--- config.mk ---
export PLATFORM = sky130hd
export DESIGN_NAME = jr_redirect_ctrl_flat
export DESIGN_NICKNAME = d
export VERILOG_FILES = /design/src/rtl/jr_redirect_ctrl_pkg.sv /design/src/rtl/jr_redirect_ctrl_if.sv /design/src/rtl/jr_redirect_ctrl_rs_hazard_check.sv /design/src/rtl/jr_redirect_ctrl.sv /design/src/flat_wrapper.sv
export SDC_FILE = /design/constraint.sdc
export NUM_CORES = 1
export LEC_CHECK = 0
export ABC_AREA = 0
export BUFFER_PORTS_ARGS = -buffer_cell sky130_fd_sc_hd__buf_2
export CORE_UTILIZATION = 50
export CTS_CLUSTER_DIAMETER = 200
export DETAILED_ROUTE_END_ITERATION = 12
export GPL_ROUTABILITY_DRIVEN = 1
export PLACE_DENSITY = 0.8
export SLEW_MARGIN = 15
export SYNTH_ARGS = -nofsm -noshare
export SYNTH_HDL_FRONTEND = slang
export SYNTH_SLANG_ARGS = --single-unit
--- constraint.sdc ---
create_clock -name clk -period 2.2 [get_ports clk]
set_clock_uncertainty 0.1 [all_clocks]
set_input_delay 0.11 -clock clk [delete_from_list [all_inputs] [get_ports clk]]
set_output_delay 0.11 -clock clk [all_outputs]
set_load 0.02 [all_outputs]
--- src/rtl/jr_redirect_ctrl_pkg.sv ---
// Shared types and helpers for the PC-redirect controller.
package jr_redirect_ctrl_pkg;

  typedef enum logic [1:0] {
    PC4    = 2'b00,
    BRANCH = 2'b01,
    JUMP   = 2'b10,
    JR     = 2'b11
  } pc_sel_e;

  typedef enum logic {
    IDLE    = 1'b0,
    WAIT_RS = 1'b1
  } redir_state_e;

  localparam logic [1:0]  ALU_OP_RTYPE = 2'b10;
  localparam logic [5:0]  FN_JR        = 6'b001000;
  localparam logic [15:0] CNT_MAX      = 16'hFFFF;

  // JR decoder: valid R-type with the JR function code.
  function automatic logic jr_control(input logic       valid,
                                      input logic [1:0] alu_op,
                                      input logic [5:0] fn);
    return valid && (alu_op == ALU_OP_RTYPE) && (fn == FN_JR);
  endfunction

  // Saturating increment for the debug counters.
  function automatic logic [15:0] sat_inc(input logic [15:0] v);
    return (v == CNT_MAX) ? v : v + 16'd1;
  endfunction

endpackage

--- src/rtl/jr_redirect_ctrl_if.sv ---
// Pipeline-side bundle: ID/EX/MEM observation inputs and redirect/stall outputs.
interface jr_redirect_ctrl_if;
  logic        id_valid;
  logic [1:0]  id_alu_op;
  logic [5:0]  id_fn;
  logic        id_jump;
  logic [4:0]  id_rs;
  logic        ex_reg_write;
  logic [4:0]  ex_rd;
  logic        mem_mem_read;
  logic [4:0]  mem_rd;
  logic        ex_branch_taken;
  logic [1:0]  pc_sel;
  logic        pc_write;
  logic        ifid_write;
  logic        ifid_flush;
  logic        idex_flush;
  logic        busy;
  logic [15:0] jr_count;
  logic [15:0] jr_stall_count;

  // Pipeline side: presents decode/hazard state, consumes control.
  modport master (
    output id_valid, id_alu_op, id_fn, id_jump, id_rs,
           ex_reg_write, ex_rd, mem_mem_read, mem_rd, ex_branch_taken,
    input  pc_sel, pc_write, ifid_write, ifid_flush, idex_flush,
           busy, jr_count, jr_stall_count
  );

  // Controller side.
  modport slave (
    input  id_valid, id_alu_op, id_fn, id_jump, id_rs,
           ex_reg_write, ex_rd, mem_mem_read, mem_rd, ex_branch_taken,
    output pc_sel, pc_write, ifid_write, ifid_flush, idex_flush,
           busy, jr_count, jr_stall_count
  );
endinterface

--- src/rtl/jr_redirect_ctrl_rs_hazard_check.sv ---
// Flags a RAW hazard on the JR source register. Without forwarding into ID,
// rs is unsafe while an EX writer or a MEM load still targets it.
// Register 0 is hardwired and never hazards.
module rs_hazard_check (
  input  logic [4:0] id_rs_i,
  input  logic       ex_reg_write_i,
  input  logic [4:0] ex_rd_i,
  input  logic       mem_mem_read_i,
  input  logic [4:0] mem_rd_i,
  output logic       hazard_o
);
  logic ex_hit, mem_hit;

  assign ex_hit   = ex_reg_write_i && (ex_rd_i == id_rs_i);
  assign mem_hit  = mem_mem_read_i && (mem_rd_i == id_rs_i);
  assign hazard_o = (id_rs_i != 5'd0) && (ex_hit || mem_hit);
endmodule

--- src/rtl/jr_redirect_ctrl.sv ---
// PC-redirect controller: sequences branch, JR and J/JAL redirects, stalls
// JR until rs is safe to read in ID, and keeps saturating debug counters.
module jr_redirect_ctrl
  import jr_redirect_ctrl_pkg::*;
(
  input  logic               clk,
  input  logic               rst_n,
  jr_redirect_ctrl_if.slave  bus
);

  redir_state_e state_q, state_d;
  logic [15:0]  jr_cnt_q, jr_cnt_d;
  logic [15:0]  stall_cnt_q, stall_cnt_d;

  pc_sel_e pc_sel_w;
  logic    pc_write_w, ifid_write_w, ifid_flush_w, idex_flush_w;
  logic    is_jr, hazard;

  assign is_jr = jr_control(bus.id_valid, bus.id_alu_op, bus.id_fn);

  rs_hazard_check u_hz (
    .id_rs_i        (bus.id_rs),
    .ex_reg_write_i (bus.ex_reg_write),
    .ex_rd_i        (bus.ex_rd),
    .mem_mem_read_i (bus.mem_mem_read),
    .mem_rd_i       (bus.mem_rd),
    .hazard_o       (hazard)
  );

  // State and counter registers; reset abandons any pending JR.
  always_ff @(posedge clk) begin
    if (!rst_n) begin
      state_q     <= IDLE;
      jr_cnt_q    <= '0;
      stall_cnt_q <= '0;
    end else begin
      state_q     <= state_d;
      jr_cnt_q    <= jr_cnt_d;
      stall_cnt_q <= stall_cnt_d;
    end
  end

  // Next state, counter updates and combinational redirect/stall controls.
  // Priority: taken branch > JR > J/JAL > sequential fetch.
  always_comb begin
    state_d      = state_q;
    jr_cnt_d     = jr_cnt_q;
    stall_cnt_d  = stall_cnt_q;
    pc_sel_w     = PC4;
    pc_write_w   = 1'b1;
    ifid_write_w = 1'b1;
    ifid_flush_w = 1'b0;
    idex_flush_w = 1'b0;

    unique case (state_q)
      IDLE: begin
        if (bus.ex_branch_taken) begin
          pc_sel_w     = BRANCH;
          ifid_flush_w = 1'b1;
          idex_flush_w = 1'b1;
        end else if (is_jr && hazard) begin
          pc_write_w   = 1'b0;
          ifid_write_w = 1'b0;
          idex_flush_w = 1'b1;
          stall_cnt_d  = sat_inc(stall_cnt_q);
          state_d      = WAIT_RS;
        end else if (is_jr) begin
          pc_sel_w     = JR;
          ifid_flush_w = 1'b1;
          jr_cnt_d     = sat_inc(jr_cnt_q);
        end else if (bus.id_jump) begin
          pc_sel_w     = JUMP;
          ifid_flush_w = 1'b1;
        end
      end
      WAIT_RS: begin
        if (bus.ex_branch_taken) begin
          // Older branch squashes the stalled JR; it is not counted.
          pc_sel_w     = BRANCH;
          ifid_flush_w = 1'b1;
          idex_flush_w = 1'b1;
          state_d      = IDLE;
        end else if (is_jr && hazard) begin
          pc_write_w   = 1'b0;
          ifid_write_w = 1'b0;
          idex_flush_w = 1'b1;
          stall_cnt_d  = sat_inc(stall_cnt_q);
        end else if (is_jr) begin
          pc_sel_w     = JR;
          ifid_flush_w = 1'b1;
          jr_cnt_d     = sat_inc(jr_cnt_q);
          state_d      = IDLE;
        end else begin
          // The held instruction vanished: recover with plain fetch.
          state_d = IDLE;
        end
      end
      default: state_d = IDLE;
    endcase

    // Hold the front end frozen and flushed while reset is asserted.
    if (!rst_n) begin
      pc_sel_w     = PC4;
      pc_write_w   = 1'b0;
      ifid_write_w = 1'b0;
      ifid_flush_w = 1'b1;
      idex_flush_w = 1'b1;
    end
  end

  assign bus.pc_sel         = pc_sel_w;
  assign bus.pc_write       = pc_write_w;
  assign bus.ifid_write     = ifid_write_w;
  assign bus.ifid_flush     = ifid_flush_w;
  assign bus.idex_flush     = idex_flush_w;
  assign bus.busy           = rst_n && (state_q == WAIT_RS);
  assign bus.jr_count       = jr_cnt_q;
  assign bus.jr_stall_count = stall_cnt_q;

endmodule

--- src/flat_wrapper.sv ---
// flat-port wrapper written by rule: the top's interface ports become plain ports
module jr_redirect_ctrl_flat import jr_redirect_ctrl_pkg::*;
  (clk, rst_n, bus_id_valid, bus_id_alu_op, bus_id_fn, bus_id_jump, bus_id_rs, bus_ex_reg_write, bus_ex_rd, bus_mem_mem_read, bus_mem_rd, bus_ex_branch_taken, bus_pc_sel, bus_pc_write, bus_ifid_write, bus_ifid_flush, bus_idex_flush, bus_busy, bus_jr_count, bus_jr_stall_count);
  jr_redirect_ctrl_if bus_i ();
  input  logic clk;
  input  logic rst_n;
  input wire logic [$bits(bus_i.id_valid)-1:0] bus_id_valid;
  input wire logic [$bits(bus_i.id_alu_op)-1:0] bus_id_alu_op;
  input wire logic [$bits(bus_i.id_fn)-1:0] bus_id_fn;
  input wire logic [$bits(bus_i.id_jump)-1:0] bus_id_jump;
  input wire logic [$bits(bus_i.id_rs)-1:0] bus_id_rs;
  input wire logic [$bits(bus_i.ex_reg_write)-1:0] bus_ex_reg_write;
  input wire logic [$bits(bus_i.ex_rd)-1:0] bus_ex_rd;
  input wire logic [$bits(bus_i.mem_mem_read)-1:0] bus_mem_mem_read;
  input wire logic [$bits(bus_i.mem_rd)-1:0] bus_mem_rd;
  input wire logic [$bits(bus_i.ex_branch_taken)-1:0] bus_ex_branch_taken;
  output wire logic [$bits(bus_i.pc_sel)-1:0] bus_pc_sel;
  output wire logic [$bits(bus_i.pc_write)-1:0] bus_pc_write;
  output wire logic [$bits(bus_i.ifid_write)-1:0] bus_ifid_write;
  output wire logic [$bits(bus_i.ifid_flush)-1:0] bus_ifid_flush;
  output wire logic [$bits(bus_i.idex_flush)-1:0] bus_idex_flush;
  output wire logic [$bits(bus_i.busy)-1:0] bus_busy;
  output wire logic [$bits(bus_i.jr_count)-1:0] bus_jr_count;
  output wire logic [$bits(bus_i.jr_stall_count)-1:0] bus_jr_stall_count;
  assign bus_i.id_valid = bus_id_valid;
  assign bus_i.id_alu_op = bus_id_alu_op;
  assign bus_i.id_fn = bus_id_fn;
  assign bus_i.id_jump = bus_id_jump;
  assign bus_i.id_rs = bus_id_rs;
  assign bus_i.ex_reg_write = bus_ex_reg_write;
  assign bus_i.ex_rd = bus_ex_rd;
  assign bus_i.mem_mem_read = bus_mem_mem_read;
  assign bus_i.mem_rd = bus_mem_rd;
  assign bus_i.ex_branch_taken = bus_ex_branch_taken;
  assign bus_pc_sel = bus_i.pc_sel;
  assign bus_pc_write = bus_i.pc_write;
  assign bus_ifid_write = bus_i.ifid_write;
  assign bus_ifid_flush = bus_i.ifid_flush;
  assign bus_idex_flush = bus_i.idex_flush;
  assign bus_busy = bus_i.busy;
  assign bus_jr_count = bus_i.jr_count;
  assign bus_jr_stall_count = bus_i.jr_stall_count;
  jr_redirect_ctrl u_core (.clk(clk), .rst_n(rst_n), .bus(bus_i));
endmodule
Word level (Yosys, flattened, before mapping)
Index checks and enable logic that the tools add are counted.
{"block": "op_classes", "reduce_logical": 12, "add_sub_neg": 2, "bitwise_logic": 6, "n_mux": 31, "eq_ne": 6}
{"operator": "16-bit two-way mux", "count": 7}
{"operator": "16-bit by 1-bit adder with 16-bit output, second input constant", "count": 2}
{"operator": "16-bit equality test, second input constant", "count": 2}
{"operator": "2-bit two-way mux", "count": 8}
{"operator": "1-bit two-way mux", "count": 14}
{"operator": "5-bit equality test", "count": 2}
{"operator": "1-bit logical AND", "count": 7}
{"operator": "6-bit by 4-bit equality test with 1-bit output, second input constant", "count": 1}
{"operator": "1-bit NOT", "count": 6}
{"operator": "5-bit nonzero test", "count": 1}
{"operator": "2-bit case mux with 2 select lines", "count": 1}
{"operator": "4-bit AND reduction", "count": 1}
{"operator": "3-bit AND reduction", "count": 1}
{"operator": "2-bit equality test, second input constant", "count": 1}
{"operator": "1-bit case mux with 2 select lines", "count": 1}
{"operator": "2-bit OR reduction", "count": 1}
{"operator": "1-bit logical OR", "count": 1}
{"block": "totals", "output_inout_bits": 39, "register_bits": 33, "inputBits": 30}

Depth between registers and ports, before layout
{"block": "logic_depth", "word_depth": 9, "ltp_mapped": 8, "depth_no_buf": 7}

Modules after synthesis
A second synthesis with hierarchy kept.
{"block": "hier_totals", "hier_cells": 226, "hier_area_um2": 1966.9}
{"module": "jr_redirect_ctrl", "instances": 1, "cells_per_inst": 209, "area_per_inst_um2": 1834.3, "seq_area_each_um2": 660.6}
{"module": "rs_hazard_check", "instances": 1, "cells_per_inst": 17, "area_per_inst_um2": 132.6, "seq_area_each_um2": 0.0}

Worst setup path before layout
Ideal clock, no wire load.
{"block": "synth_path", "path_kind": "flip-flop to flip-flop", "start": "register u_core.jr_cnt_q[0] (netlist: u_core.bus.jr_count[0])", "end": "register u_core.jr_cnt_q[11] (netlist: u_core.bus.jr_count[11])", "n_path_buf": 1, "path_slack_ns": 0.064, "synth_period_minus_slack_ns": 2.136, "path_stages_with_launch": 8, "arrival_ns": 1.965, "cell_sequence": "dfxtp_1 ha_1 and3_4 buf_6 and3_4 a2111o_1 or3_1 a21oi_1"}
{"block": "synth_between", "elab_chain_len": 5, "word_cells_on_any_way": 8, "cone_classes": "add/sub: 1; eq/ne: 1; mux: 4; bitwise: 1; reduce/logical: 1"}
{"element": "start, declared", "line": "jr_redirect_ctrl.sv:12", "rtl": "logic [15:0] jr_cnt_q, jr_cnt_d;"}
{"element": "start signal, assigned", "line": "jr_redirect_ctrl.sv:38", "rtl": "jr_cnt_q <= jr_cnt_d;"}
{"element": "16-bit by 1-bit adder with 16-bit output", "line": "jr_redirect_ctrl_pkg.sv:29", "rtl": "return (v == CNT_MAX) ? v : v + 16'd1;"}
{"element": "16-bit two-way mux", "line": "jr_redirect_ctrl_pkg.sv:29"}
{"element": "16-bit two-way mux", "line": "jr_redirect_ctrl.sv:67, jr_redirect_ctrl.sv:88"}
{"element": "16-bit two-way mux", "line": "jr_redirect_ctrl.sv:61, jr_redirect_ctrl.sv:83"}
{"element": "16-bit two-way mux", "line": "jr_redirect_ctrl.sv:57, jr_redirect_ctrl.sv:77"}
Several ways; a longest one is shown, not always the timed one. The select of a mux whose other input is x is not followed.
A chain may end at the register's enable or synchronous reset.

Final worst setup path
{"block": "layout_path", "start": "register u_core.jr_cnt_q[8] (netlist: u_core.bus.jr_count[8])", "end": "register u_core.jr_cnt_q[11] (netlist: u_core.bus.jr_count[11])"}
Same word-level chain as after synthesis.

==> impl_metrics.toml <==
[status]
status = "finished clean"

[drt]
drtPass1Iterations = 4
wl_per_cell_um = 12.93
antenna_left = 0
via_per_inst = 5.596
vias = 2020
drt_iter0_markers = 137
wl_um = 4669
drc = 0

[clock_tree]
clk_pin_slew_worst_paths_ns = 0.07
hold_buffers = 0
cts.path.max_buffers = 2
cts_root_buf = "clkbuf_8"
cts_inserted_buffers = 5
cts_sinks = 33
htreeDepth = 2
clk_latency_ns = 0.29
cts_tree = "built"

[synthesis]
synth_ff_type = "dfxtp_1"
synthTopCellsByArea = "dfxtp_1 (33%), mux2i_1 (6.0%), xnor2_1 (5.3%), nand2_1 (4.5%), nand4_1 (4.4%)"
yosys.area.top_type_share_pct = 33.19
ys_ff_latch = 33
syn_inst = 233
synth-xor-area-share_pct = 6.160
synth_top_family_by_area = "simple AND/OR/NAND/NOR gates"
seq_area_frac_synth_pct = 33.19
synth_edf_count = 0
yosysWarnings = 0
synth_adder_area_share_pct = 1.257
synth-simple-area-share_pct = 35.83
syn_area_per_cell_um2 = 8.544
async_reset_ff_share_pct = 0
synthesis.nets = 265
synth_mux_area_share_pct = 6.034
syn_area_mm2 = 0.001991
synth_top_area_cell = "dfxtp_1"
yosysUniqueCellTypes = 53
synth_compound_area_share_pct = 13.58

[layout]
design_area_mm2 = 0.002542
post-route-util_pct = 67.91
fin_nets = 344
final_cell_mix = "buf_2 (68), dfxtp_1 (32), nand2_1 (24)"
final_common_cell = "buf_2"
layout-drive-gt1-share_pct = 35.46
num_antenna_cells = 0
synthToLayoutAreaGrowth_pct = 27.72

[place]
placed_area_mm2 = 0.002429
dp_hpwl_um = 3428
place.gp.congestion = 0.8018
placement.io_buffers = 68

[timing]
finalHoldViolCount = 0
fin_tns_setup_ns = 0
relSlewSlack_pct = 74.84
hold_ws_ns = 0.1210
setup_viol_count_final = 0
rsz0062_at_grt = "false"
max_freq_mhz = 487.1
post-route-min-period_ns = 2.053
maxSlewViolCount = 0
finalCritPeriodShare_pct = 93.32
tightest_slew_ns = 0.3770

[power_and_ir_drop]
combPwrFrac_pct = 8.9
pwr_density_cell_mw_per_mm2 = 479.9
power.total_w = 0.001220
p_int_w = 0.0009307
power.clock.fraction_pct = 42.2
netSwitchingPower_w = 0.0002893
p_leak_nw = 1.131
p_sw_share_pct = 23.72
vdd_drop_max_mv = 0.3308
pwr-share-seq_pct = 48.9

[critical_path]
r2r_slack_ns = 0.15
critPathBufInv = 0
crit_fanout = 6
endpoint_kind = "flop"
r2r_cells = 6
worstPathRequired_ns = 2.33
cp-start-kind = "flop"
cp_cell_sequence = "and4_2, and2_2, and3_4, a2111o_1, or3_1, a21oi_1"
cpMaxStageDelayCell = "a2111o_1"
arrival_ns = 2.18
critical_path_class = "flop to flop"
crit_path_max_incr_delay_ns = 0.40
reg2reg_to = "u_core.bus.jr_count[11]"
crit_family = "simple AND/OR/NAND/NOR gates"
reg2reg_from = "u_core.bus.jr_count[8]"

[die]
rows = 22
start_util_pct = 53.18
die_h_um = 65.10
dieArea_mm2 = 0.004237
die_w_um = 65.10
core_area_mm2 = 0.003744
num_io_pins = 69

[global_route]
track_usage_pct = 23.19
overflow = 0
busiest_layer = "met2"
use_met2_pct = 40.76
grt_max_degree = 24
met1_usage_pct = 27.87
antenna_found_initial = 0
grt_pass1_vias = 1740
grt_use_met3_pct = 4.167
grt_pass1_wl_um = 7769

[hold_path]
min_path_cells = 5
holdPathEnd = "u_core.state_q"
worstHoldPathType = "input port to flop"
hp-start = "bus_id_fn[4]"

[flow_run]
max_cap_violations = 0
cell type report:
cell class / instances / area, µm²
multi-input cells: 187 / 1262
fillers: 346 / 1201
repair buffers: 82 / 445.4
clock buffers: 7 / 96.34
flip-flops and latches: 33 / 661.9
well taps: 48 / 60.06
inverters: 3 / 11.26
clock inverters: 1 / 5.005
stage by stage:
| step | instances | setup WS, ns |
|---|---|---|
| 2_1_floorplan | 233 | 0.06390 |
| 3_3_place_gp | 353 | 0.1054 |
| 3_5_place_dp | 353 | 0.09683 |
| 4_1_cts | 361 | 0.06638 |
| 5_1_grt | 361 | 0.006076 |
| 6_report | 361 | 0.1469 |
worst max path at each step:
stage / from / depth (start not counted) / endpoint
after floorplan: u_core.bus.jr_count[0] / 7 / u_core.bus.jr_count[11]
after global placement: u_core.bus.jr_stall_count[2] / 6 / u_core.bus.jr_stall_count[14]
after detailed placement: u_core.bus.jr_stall_count[2] / 6 / u_core.bus.jr_stall_count[14]
after CTS: u_core.bus.jr_stall_count[2] / 6 / u_core.bus.jr_stall_count[14]
after global routing: u_core.bus.jr_stall_count[15] / 6 / u_core.bus.jr_stall_count[13]
final: u_core.bus.jr_count[8] / 6 / u_core.bus.jr_count[11]
timing repair:
action / in CTS / in global routing
resized for setup: 0 / 3
endpoints found under the setup margin: 0 / 2
setup buffers: 0 / 0
power groups by stage:
stage	combinational [W]	sequential [W]	clock [W]
after floorplan	0.0000597	0.000611	0
after global placement	0.000107	0.000611	0
after detailed placement	0.000109	0.000611	0
after CTS	0.000109	0.000597	0.000524
after global routing	0.000118	0.000597	0.000547
final	0.000108	0.000597	0.000515
cells in the mapped netlist, types with 3 or more instances:
cell type  count
nand4_1       14
xnor2_1       12
nand3_1       11
nand2b_1       9
a21oi_1       14
dfxtp_1       33
and3_1         8
mux2i_1       12
clkbuf_1       4
o21ai_0        7
or4_1          8
or3_1          6
o31ai_1        5
and3_4         3
nor2_1        14
nor3_1         5
nand2_1       24
state kept, by name (all words and copies together), names as in the netlist:
name                       cells
u_core.bus.jr_count           16
u_core.bus.jr_stall_count     16
u_core.state_q                 1
routing by layer:
| layer | share of wire, % | routed length [µm] |
|---|---|---|
| met1 | 44 | 2047 |
| met2 | 50 | 2342 |
| met3 | 4.9 | 227 |
| met4 | 1.1 | 51 |
| met5 | 0 | 0 |
cell families after synthesis:
| group | count (synthesis) |
|---|---|
| simple gates | 120 |
| compound gates | 39 |
| flops | 33 |
| xor+xnor | 14 |
| buf+inv | 13 |
| mux | 12 |
| fa+ha+maj | 2 |
tightest hold or removal path: cells and delay by family:
kind	cells	cell delay [ns]
buffers and inverters	2	0.19
AND/OR/NAND/NOR	3	0.17
Note: power is estimated with default switching activity, not from simulation.
